--- config.mk ---
export PLATFORM = sky130hd
export DESIGN_NAME = count_display_driver
export DESIGN_NICKNAME = d
export VERILOG_FILES = /design/src/rtl/count_display_driver_pkg.sv /design/src/rtl/count_display_driver_bcd_to_seg7.sv /design/src/rtl/count_display_driver.sv
export SDC_FILE = /design/constraint.sdc
export NUM_CORES = 1
export LEC_CHECK = 0
export CAP_MARGIN = 30
export CORE_MARGIN = 2
export CORE_UTILIZATION = 40
export DETAILED_ROUTE_END_ITERATION = 12
export DONT_BUFFER_PORTS = 1
export PLACE_DENSITY = 0.61
export SLEW_MARGIN = 25
export SYNTH_ARGS = -nofsm -noshare
export SYNTH_HDL_FRONTEND = slang
export SYNTH_HIERARCHICAL = 1
export SYNTH_SLANG_ARGS = --single-unit
--- constraint.sdc ---
create_clock -name CLK -period 2 [get_ports CLK]
set_clock_uncertainty 0.2 [all_clocks]
set_input_delay 0.6 -clock CLK [delete_from_list [all_inputs] [get_ports CLK]]
set_output_delay 0.6 -clock CLK [all_outputs]
set_load 0.005 [all_outputs]
--- src/rtl/count_display_driver_pkg.sv ---
// Shared types and constants for the two-digit count display driver.
// Holds the conversion FSM states, segment patterns and the double-dabble step.
package count_display_driver_pkg;

   typedef enum logic [1:0] {
      ST_IDLE  = 2'd0,
      ST_SHIFT = 2'd1,
      ST_DONE  = 2'd2
   } state_e;

   localparam logic [6:0] SEG_DASH  = 7'h3F;
   localparam logic [6:0] SEG_BLANK = 7'h7F;
   localparam logic [3:0] DIGIT_OVF = 4'hF;
   localparam logic [2:0] LAST_ITER = 3'd6;
   localparam logic [6:0] MAX_LEGAL = 7'd99;

   // One shift-add-3 step: {tens[14:11], ones[10:7], binary[6:0]}.
   function automatic logic [14:0] dabbleStep(input logic [14:0] s);
      logic [14:0] t;
      t = s;
      if (t[14:11] >= 4'd5) t[14:11] = t[14:11] + 4'd3;
      if (t[10:7] >= 4'd5) t[10:7] = t[10:7] + 4'd3;
      return {t[13:0], 1'b0};
   endfunction

endpackage

--- src/rtl/count_display_driver_bcd_to_seg7.sv ---
// Combinational BCD to active-low 7-segment decoder, segments {g,f,e,d,c,b,a}.
// Code 4'hF shows a dash; any other non-decimal code is blank.
module bcd_to_seg7
   import count_display_driver_pkg::*;
(
   input  logic [3:0] digit_i,
   output logic [6:0] seg_n_o
);

   always_comb begin
      seg_n_o = SEG_BLANK;
      case (digit_i)
         4'd0:    seg_n_o = 7'h40;
         4'd1:    seg_n_o = 7'h79;
         4'd2:    seg_n_o = 7'h24;
         4'd3:    seg_n_o = 7'h30;
         4'd4:    seg_n_o = 7'h19;
         4'd5:    seg_n_o = 7'h12;
         4'd6:    seg_n_o = 7'h02;
         4'd7:    seg_n_o = 7'h78;
         4'd8:    seg_n_o = 7'h00;
         4'd9:    seg_n_o = 7'h10;
         4'hF:    seg_n_o = SEG_DASH;
         default: seg_n_o = SEG_BLANK;
      endcase
   end

endmodule

--- src/rtl/count_display_driver.sv ---
// Converts the held 7-bit count to BCD with a sequential double-dabble engine
// and time-multiplexes the two digits onto an active-low 7-segment display.
module count_display_driver
   import count_display_driver_pkg::*;
#(
   parameter int REFRESH_DIV = 1000,
   parameter int BLANK_LZ    = 1
)(
   input  logic       CLK,
   input  logic       reset,
   input  logic [6:0] count_in,
   output logic [3:0] bcd_tens,
   output logic [3:0] bcd_ones,
   output logic       valid,
   output logic       busy,
   output logic       overflow,
   output logic [6:0] seg_n,
   output logic [1:0] an_n
);

   localparam int CW = (REFRESH_DIV > 2) ? $clog2(REFRESH_DIV) : 1;
   localparam logic [CW-1:0] REF_LAST = CW'(REFRESH_DIV - 1);

   state_e      state_q, state_d;
   logic [14:0] shift_q, shift_d;
   logic [2:0]  iter_q, iter_d;
   logic        pending_q, pending_d;
   logic [6:0]  lastIn_q, lastIn_d;
   logic [3:0]  tens_q, tens_d;
   logic [3:0]  ones_q, ones_d;
   logic        valid_q, valid_d;
   logic        ovf_q, ovf_d;

   logic [CW-1:0] refCnt_q, refCnt_d;
   logic          digitSel_q, digitSel_d;
   logic [6:0]    segN_q, segN_d;
   logic [1:0]    anN_q, anN_d;

   logic [3:0] shownDigit;
   logic [6:0] shownSeg;

   always_ff @(posedge CLK) begin
      if (reset) begin
         state_q    <= ST_IDLE;
         shift_q    <= '0;
         iter_q     <= '0;
         pending_q  <= 1'b1;
         lastIn_q   <= '0;
         tens_q     <= '0;
         ones_q     <= '0;
         valid_q    <= 1'b0;
         ovf_q      <= 1'b0;
         refCnt_q   <= '0;
         digitSel_q <= 1'b0;
         segN_q     <= SEG_BLANK;
         anN_q      <= 2'b11;
      end else begin
         state_q    <= state_d;
         shift_q    <= shift_d;
         iter_q     <= iter_d;
         pending_q  <= pending_d;
         lastIn_q   <= lastIn_d;
         tens_q     <= tens_d;
         ones_q     <= ones_d;
         valid_q    <= valid_d;
         ovf_q      <= ovf_d;
         refCnt_q   <= refCnt_d;
         digitSel_q <= digitSel_d;
         segN_q     <= segN_d;
         anN_q      <= anN_d;
      end
   end

   // A change arriving mid-conversion is picked up on the next IDLE via lastIn.
   always_comb begin
      state_d   = state_q;
      shift_d   = shift_q;
      iter_d    = iter_q;
      pending_d = pending_q;
      lastIn_d  = lastIn_q;
      tens_d    = tens_q;
      ones_d    = ones_q;
      valid_d   = valid_q;
      ovf_d     = ovf_q;
      case (state_q)
         ST_IDLE: begin
            if (pending_q || (count_in != lastIn_q)) begin
               lastIn_d  = count_in;
               shift_d   = {8'b0, count_in};
               iter_d    = '0;
               pending_d = 1'b0;
               state_d   = ST_SHIFT;
            end
         end
         ST_SHIFT: begin
            shift_d = dabbleStep(shift_q);
            iter_d  = iter_q + 3'd1;
            if (iter_q == LAST_ITER) state_d = ST_DONE;
         end
         ST_DONE: begin
            valid_d = 1'b1;
            if (lastIn_q > MAX_LEGAL) begin
               ovf_d  = 1'b1;
               tens_d = DIGIT_OVF;
               ones_d = DIGIT_OVF;
            end else begin
               ovf_d  = 1'b0;
               tens_d = shift_q[14:11];
               ones_d = shift_q[10:7];
            end
            state_d = ST_IDLE;
         end
         default: state_d = ST_IDLE;
      endcase
   end

   assign shownDigit = digitSel_q ? tens_q : ones_q;

   bcd_to_seg7 u_decoder (
      .digit_i (shownDigit),
      .seg_n_o (shownSeg)
   );

   // Display registers lag digitSel and the committed digits by one cycle.
   always_comb begin
      refCnt_d   = refCnt_q + CW'(1);
      digitSel_d = digitSel_q;
      if (refCnt_q == REF_LAST) begin
         refCnt_d   = '0;
         digitSel_d = ~digitSel_q;
      end
      segN_d = shownSeg;
      if (!valid_q) begin
         anN_d = 2'b11;
      end else if (!digitSel_q) begin
         anN_d = 2'b10;
      end else if ((BLANK_LZ != 0) && (tens_q == 4'd0) && !ovf_q) begin
         anN_d = 2'b11;
      end else begin
         anN_d = 2'b01;
      end
   end

   assign bcd_tens = tens_q;
   assign bcd_ones = ones_q;
   assign valid    = valid_q;
   assign busy     = (state_q != ST_IDLE);
   assign overflow = ovf_q;
   assign seg_n    = segN_q;
   assign an_n     = anN_q;

endmodule
Yosys cells after proc, flatten, opt, wreduce, memory -nomap -nowiden
Memories as Yosys holds them, arrays and structs flattened. A register that Yosys moved wholly into a read port is not among the register bits.
Index checks and enable logic that the tools add are counted.
- flip-flop bits (word level): 51
- ROM bits: 112
- input port bits: 9
- output and inout bits: 20
- word-level logic and storage cells: 58
- memories kept: 1
- memory list (name ; words ; width ; read ports ; clocked after Yosys merged registers in ; wr ports ; RTL line ; RTL):
    (name not given) ; 16 ; 7 ; 1 ; 1 ; 0 ; count_display_driver_bcd_to_seg7.sv:12 ; case (digit_i)
- add/subtract/negate cells: 4
- $lt $le $gt $ge: 3
- eq/ne operators: 7
- multiplexer cells: 15
- bitwise operators: 2
- reductions and logical operators: 13
- operator list (operator ; count):
    15-bit one-hot mux with 2 select lines ; 1
    4-bit 2-to-1 mux ; 4
    15-bit 2-to-1 mux ; 1
    10-bit by 1-bit adder with 10-bit output, second input constant ; 1
    10-bit equality test, second input constant ; 1
    4-bit by 3-bit >= comparator with 1-bit output, second input constant ; 2
    7-bit > comparator, second input constant ; 1
    7-bit != test ; 1
    2-bit 2-to-1 mux ; 3
    3-bit 2-to-1 mux ; 2
    3-bit one-hot mux with 2 select lines ; 1
    2-bit AND reduction ; 3
    4-bit by 2-bit adder with 4-bit output, second input constant ; 1
    4-bit logical NOT ; 1
    2-bit != test, second input constant ; 2
    2-bit one-hot mux with 2 select lines ; 1
    2-bit nonzero test ; 2
    2-bit OR reduction ; 2
    3-bit by 1-bit adder with 3-bit output, second input constant ; 1
    3-bit by 2-bit adder with 3-bit output, second input constant ; 1
    3-bit equality test, second input constant ; 1
    3-bit OR reduction ; 1
    2-bit by 1-bit equality test with 1-bit output, second input constant ; 1
    2-bit equality test, second input constant ; 1
    other kinds (6) ; 8

Longest topological paths before layout
Gate-level depths: netlist (run 1).
- depth after elaboration: 4
- mapped depth: 8
- gate-level depth less buffers: 7

Modules after synthesis
The synthesis (run 1) kept the hierarchy.
- modules (own cells, without submodules) (module ; times used ; cells each ; area an instance (µm²) ; sequential area each (µm²)):
    count_display_driver ; 1 ; 269 ; 2488.6 ; 1161.1
    bcd_to_seg7 ; 1 ; 35 ; 236.5 ; 0.0

Worst setup path before layout (run 1)
No wires, ideal clock.
- path type: reg2reg
- start: register digitSel_q
- end: register segN_q[0] (netlist: seg_n[0])
- setup time: 0.123 ns
- arrival: 1.764 ns
- data required time: 1.677 ns
- setup slack: -0.088 ns
- cell stages (with the launch flop): 8
- path buffers: 1
- clock period less this slack: 2.088 ns
- cells stage by stage: dfxtp_1 -> clkbuf_1 -> mux2_2 -> ha_1 -> or2_1 -> a21oi_2 -> a31oi_1 -> or2_2
- longest elaborated chain between the ends: 1
- ends and longest elaborated chain (element ; RTL line ; RTL):
    start, declared ; count_display_driver.sv:35 ; logic digitSel_q, digitSel_d;
    start signal, assigned ; count_display_driver.sv:68 ; digitSel_q <= digitSel_d;
    4-bit 2-to-1 mux ; count_display_driver.sv:117 ; assign shownDigit = digitSel_q ? tens_q : ones_q;
    via shownDigit[0] ; count_display_driver.sv:39 ; logic [3:0] shownDigit;
    end, declared ; count_display_driver.sv:36 ; logic [6:0] segN_q, segN_d;
The timed path passes the listed nets, and every way through them passes these cells.
A chain may end at the register's enable or synchronous reset.

Worst setup path in the final report (run 1)
Same ends and word-level chain as after synthesis.

==> results of run 1 <==
[cells by family after synthesis]
| group | Yosys count | synth area share |
|---|---|---|
| DFF | 58 | 0.426 |
| xor gates and xnor gates | 20 | 0.0643 |
| and+or+nand+nor | 117 | 0.218 |
| AOI/OAI and AO/OA | 55 | 0.140 |
| buffers and inverters | 29 | 0.0455 |
| muxes | 12 | 0.0468 |
| adders and majority gates | 13 | 0.0597 |
[layer usage]
layer / track usage / part of all wire / vias to the layer above
met5: 0 / 0 / -
met4: 0.0483 / 0.014 / 0
met3: 0.0762 / 0.061 / 8
met2: 0.238 / 0.43 / 40
met1: 0.209 / 0.49 / 1002
li1: - / - / 1072
[final cells by class]
cell class	instances	area [um^2]	share of cell area
Tap cell	80	100	0.0322
Sequential cell	58	1160	0.375
Multi-Input combinational cell	217	1450	0.466
Inverter	13	48.8	0.0157
Clock inverter	7	68.8	0.0222
Timing Repair Buffer	20	150	0.0484
Clock buffer	9	124	0.0399
[placed cells by master, fill, tap and decap left out, types with 2 or more instances in the layout]
cell         n
a21oi_1      8
a21oi_2      2
a31oi_1     10
a41oi_1      2
and3_1       2
buf_4       20
clkbuf_8     9
clkinv_2     3
clkinvlp_4   2
dfxtp_1     57
ha_1        13
inv_1       11
inv_2        2
mux2_2       4
mux2_4       2
mux2i_1      6
nand2_1     45
nand2b_1     6
nand3_1      7
nand3b_1     2
nand4_1      3
nor2_1      25
nor2b_1      2
nor3_1       4
nor4_1       2
nor4_4       2
o21ai_0     12
o21ai_1      3
o221a_2      6
o22ai_1      4
or2_2        8
xnor2_1      6
xor2_1      14
[metrics by stage]
stage                     hold slack, ns  instances  total power [uW]  setup slack (ns)
after global placement             0.228        388              1420          -0.00352
final                              0.121        404              2460            0.0959
after global routing              0.0879        404              2570            0.0153
after detailed placement           0.238        388              1420           -0.0773
after CTS                          0.104        404              2490            0.0245
after floorplan                    0.218        304              1380           0.00460
[worst paths after layout]
path                            slack [ns]                    start                      end  depth (start not counted)
worst max-delay path                   0.1  digitSel_q$_SDFFE_PP0N_      seg_n[0]$_SDFF_PP1_                          6
worst max register to register         0.1  digitSel_q$_SDFFE_PP0N_      seg_n[0]$_SDFF_PP1_                          6
worst min register to register        0.25   refCnt_q[0]$_SDFF_PP0_   refCnt_q[0]$_SDFF_PP0_                          1
worst min-delay path                  0.12                    reset  state_q[0]$_SDFFE_PP0P_                          1
[power breakdown]
group	switching, uW	internal, uW
Clock	496	572
Combinational	89.2	76.1
Sequential	29.6	1200
[what timing repair did]
item	CTS	global route
hold buffers	0	0
resized for setup	1	7
pin swaps	0	0
endpoints found under the setup margin	6	6
[state kept, by name (all words and copies together), names as in the netlist]
signal      flops
bcd_ones        4
iter_q          3
state_q         2
pending_q       1
valid           1
an_n            2
shift_q        15
lastIn_q        7
bcd_tens        4
seg_n           7
refCnt_q       10
overflow        1
digitSel_q      1
==> summary.txt, run 1 <==
Worst setup path
  – Setup crit end kind: flip-flop
  – Crit path buffers/inverters: 0
  – Startpoint Class: flip-flop
  – Critical path data arrival time: between 1.5 and 2 ns
  – Crit path cell chain: mux2_4 > ha_1 > or2_1 > a21oi_2 > a31oi_1 > or2_2
  – Worst-path fanout max: 4
  – CP delay by family, top: simple AND/OR/NAND/NOR gates
  – Critical path type: flip-flop to flip-flop
  – CP peak stage delay: about 0.39 ns
  – Worst path required time: roughly 2 ns
  – CP max-delay cell: dfxtp_4

Global route
  – Vias in the first global route: 2005
  – First-pass GRT wire length: 9.45 mm
  – GR Util All Layers: 0.161
  – Initial antenna violation count: 0
  – Largest net degree at the start of global routing: 37
  – GRT Residual Overflow: 0

Logic synthesis
  – Top cell type's share of synthesized area: 0.426
  – Cell variety after synth: 49
  – Synth Area per Inst: 8.96 um^2
  – Post-synth top cells: 58 x dfxtp_1, 45 x nand2_1, 25 x nor2_1
  – #FFs+latches synth: between 50 and 60
  – Most frequent cell after synthesis: dfxtp_1
  – Synth warn: 6
  – Dominant cell type by area after synthesis: dfxtp_1
  – Synth Flop Type: dfxtp_1
  – Synth area leaders: dfxtp_1 43%, nand2_1 6.2%, ha_1 6.0%
  – Synth Instances: 304
  – Seq/Total Area, Yosys: 0.426
  – Synth Net Count: roughly 330
  – EDFF count, synth: 0
  – Cell Area, Synth: around 2700 um^2
  – Asr flop ratio synth: 0

Clock network
  – Inserted Clock Buffers: 9
  – Skew-Pair Late Insertion Delay: 0.34 ns
  – CTS tree: yes
  – # clock sinks: 58
  – Reg clk slew, reported paths: 0.07 ns
  – Htree depth: 3
  – Postcts setup bufs: 0
  – Worst-case clock buffer depth: 2
  – Clk root buf: clkbuf_8

Cells and area
  – Fin util: 0.465
  – Ant. Diodes: 0
  – # fillers: about 660
  – Final #Nets: 341
  – Fraction of layout cells with a size suffix above 1: 0.210
  – Final std cell area, no fill: 3100 um^2
  – P&R area growth vs syn: 13.9%

Timing
  – Setup-failing EPs final: 0
  – Max-slew violation count: 0
  – Final Hold Viols: 0
  – RSZ-0062 raised after global routing: false
  – Fmax: between 500 and 600 MHz
  – Worst slew pin tran: 0.474 ns
  – Final period util: 0.952
  – Setup TNS Final: 0 ns
  – Fin crit period: roughly 1.9 ns
  – Max-slew headroom: 0.683

Place
  – Number of port buffers: 0
  – Area after DPL: ~2900 um^2
  – RePlAce Congestion: about 0.77
  – Placed wire-length estimate: 3.87 mm

Floorplan
  – Die W: 86.5 um
  – I/O pin count: 29
  – Core region area: between 6000 and 7000 um^2
  – Chip height: roughly 87 um
  – Row cnt: 30
  – Total die area: 7490 um^2
  – Initial Util: 0.408

Routing
  – Via-per-instance ratio: approximately 5.3
  – First-pass iteration count of the detailed router: 4
  – DR WL/cell: 13.7 um
  – Final WL: 5.53 mm
  – Residual DRC: 0
  – Vias after detailed routing: 2122
  – Starting DRC count in detailed routing: 100
  – Antenna-violating nets left: 0

Pwr
  – Pwr dens: about 790 nW/um^2
  – IR drop worst, VDD: 0.000461 V
  – Leak: 0.00124 uW

Outcome
  – Status: completed

Job
  – Max-cap check violation count: 0

Min path
  – Worst Hold Class: primary input to flip-flop
Power figures use the tool's default switching activity.
==> run 2: changes to the inputs <==
--- a/config.mk
+++ b/config.mk
@@ -6,6 +6,7 @@
 export NUM_CORES = 1
 export LEC_CHECK = 0
 export CAP_MARGIN = 30
+export CORE_ASPECT_RATIO = 0.7
 export CORE_MARGIN = 2
 export CORE_UTILIZATION = 40
 export DETAILED_ROUTE_END_ITERATION = 12
==> run 2 against run 1 <==
Largest power group unchanged. Critical endpoint is now seg_n[3]$_SDFF_PP1_. Via count fell by 0.66%. Power rose by 2.0%. Sequential power barely moved. Final area rose by 1.2%. Setup slack got worse by 0.016 ns. Hold slack improved by 0.015 ns. Die area rose by 0.14%. Clock power rose by 4%. Global-route usage rose by 1.3 points. Sequential share of layout area fell by 0.43 points.
==> summary.txt, run 2 (same netlist as run 1, synthesis figures left out) <==
Outcome
  – Status: completed

Clock network
  – Postcts setup bufs: 0 (unchanged)
  – CTS tree: yes
  – Inserted Clock Buffers: 9 (unchanged)
  – Clk root buf: clkbuf_8
  – Reg clk slew, reported paths: 0.06 ns (about the same)
  – # clock sinks: 58 (unchanged)
  – Skew-Pair Late Insertion Delay: 0.33 ns (about the same)
  – Worst-case clock buffer depth: 2 (unchanged)
  – Htree depth: 3 (unchanged)

Routing
  – Residual DRC: 0 (unchanged)
  – DR WL/cell: 14.2 um (+4.0%)
  – Antenna-violating nets left: 0 (unchanged)
  – Final WL: 5.96 mm (+7.6%)
  – Via-per-instance ratio: 5.04 (-4.0%)
  – Starting DRC count in detailed routing: 78 (-22%)
  – First-pass iteration count of the detailed router: 4 (unchanged)
  – Vias after detailed routing: 2108 (-0.66%)

Place
  – Number of port buffers: 0 (unchanged)
  – Placed wire-length estimate: 4.06 mm (+5.1%)
  – RePlAce Congestion: 0.814 (+6.0%)
  – Worst slack, placed: -0.0610 ns (+0.0163 ns)
  – Area after DPL: 2930 um^2 (+0.86%)
  – Placed insts: 403 (+3.9%)

Cells and area
  – P&R area growth vs syn: 15.2%
  – Fin util: 0.471 (+0.00676)
  – Final cell count without fillers: 418 (+3.5%)
  – Commonest cells after routing, fill and taps aside: 57 x dfxtp_1, 45 x nand2_1, 25 x nor2_1
  – Final std cell area, no fill: 3140 um^2 (+1.2%)
  – Top flop regs: shift_q (15), refCnt_q (10)
  – Fraction of layout cells with a size suffix above 1: 0.204 (-0.00617)
  – Ant. Diodes: 0 (unchanged)
  – Most flops, register: shift_q
  – Max reg flops: 15 (unchanged)
  – Commonest non-fill, non-tap cell in the layout: dfxtp_1
  – Final #Nets: 342 (+0.29%)

Global route
  – Initial antenna violation count: 0 (unchanged)
  – Vias in the first global route: 2042 (+1.8%)
  – First-pass GRT wire length: 10.1 mm (+6.3%)
  – GRT Residual Overflow: 0 (unchanged)
  – GR Util All Layers: 0.174 (+0.0130)
  – Largest net degree at the start of global routing: 37 (unchanged)

Pwr
  – IR drop worst, VDD: 0.000354 V (-23%)
  – Total power: 2510 uW (+2.0%)
  – Leak: 0.00126 uW (+1.2%)
  – Pwr dens: 798 nW/um^2 (+0.85%)

Worst setup path
  – Worst path required time: 2.02 ns (about the same)
  – Worst-path fanout max: 5 (+1)
  – Startpoint Class: flip-flop
  – Critical path data arrival time: 1.94 ns (about the same)
  – Flop2flop setup slack: 0.08 ns (-0.02 ns)
  – Critical path type: flip-flop to flip-flop
  – Setup crit end kind: flip-flop

Timing
  – Max-slew headroom: 0.643 (-0.0403)
  – Final period util: 0.960 (+0.00786)
  – Fmax: 521 MHz (-0.82%)
  – Max-slew violation count: 0 (unchanged)
  – Setup-failing EPs final: 0 (unchanged)
  – Fin crit period: 1.92 ns (+0.0157 ns)
  – Worst slew pin tran: 0.534 ns (+0.0603 ns)
  – Final Hold Viols: 0 (unchanged)
  – Worst setup margin: 0.0801 ns (-0.0157 ns)

Job
  – Max-cap check violation count: 0 (unchanged)

Floorplan
  – Chip height: 73.1 um (-16%)
  – Row cnt: 25 (-17%)
  – Die W: 103 um (+19%)
  – Core region area: 6660 um^2 (-0.28%)
  – Total die area: 7500 um^2 (+0.14%)
  – I/O pin count: 29 (unchanged)
  – Initial Util: 0.409 (+0.00115)

Min path
  – Worst Hold Class: primary input to flip-flop
## run 2: cell type report
cell class | count | area (um^2)
clock buffer | 13 | 169
clock inverter | 2 | 35.0
multi-input combinational | 217 | 1450
tap | 94 | 118
fill | 632 | 3520
sequential | 58 | 1160
inverter | 13 | 48.8
timing repair buffer | 21 | 158
## run 2: stage by stage
stage | hold slack (ns) | setup TNS (ns)
2_1_floorplan | 0.218 | 0
3_3_place_gp | 0.229 | -0.189
3_5_place_dp | 0.251 | -0.500
4_1_cts | 0.121 | 0
5_1_grt | 0.119 | -0.00612
6_report | 0.136 | 0
## run 2: worst paths after layout
kind,end,start,cells past startpoint
setup / recovery,seg_n[3]$_SDFF_PP1_,digitSel_q$_SDFFE_PP0N_,6
hold / removal,refCnt_q[4]$_SDFF_PP0_,reset,1
setup reg to reg,seg_n[3]$_SDFF_PP1_,digitSel_q$_SDFFE_PP0N_,6
hold reg to reg,an_n[0]$_SDFF_PP1_,valid$_SDFFE_PP0N_,1
## run 2: metal layers
layer,vias up,track usage,wire [um]
met4,0,0.0622,55
met5,-,0,0
met2,28,0.262,2660
li1,1072,-,-
met1,1004,0.235,2990
met3,4,0.0546,253
## run 2: worst max-delay path: stages (launching register included)
cell     delay, ns
dfxtp_4       0.38
mux2_4        0.34
ha_1          0.19
or2_1         0.21
a21oi_2       0.16
a31oi_1       0.05
or2_2         0.27
## run 2: power breakdown
group	switching [uW]	leakage, uW	internal, uW
Clock	444	0.000106	669
Combinational	91.5	0.000678	76.2
Sequential	31.0	0.000475	1200
## run 2: what timing repair did
| action | in CTS | in global routing |
|---|---|---|
| resized for setup | 1 | 4 |
| pin swaps | 0 | 1 |
| hold buffers | 0 | 0 |
| setup endpoints to repair | 3 | 3 |
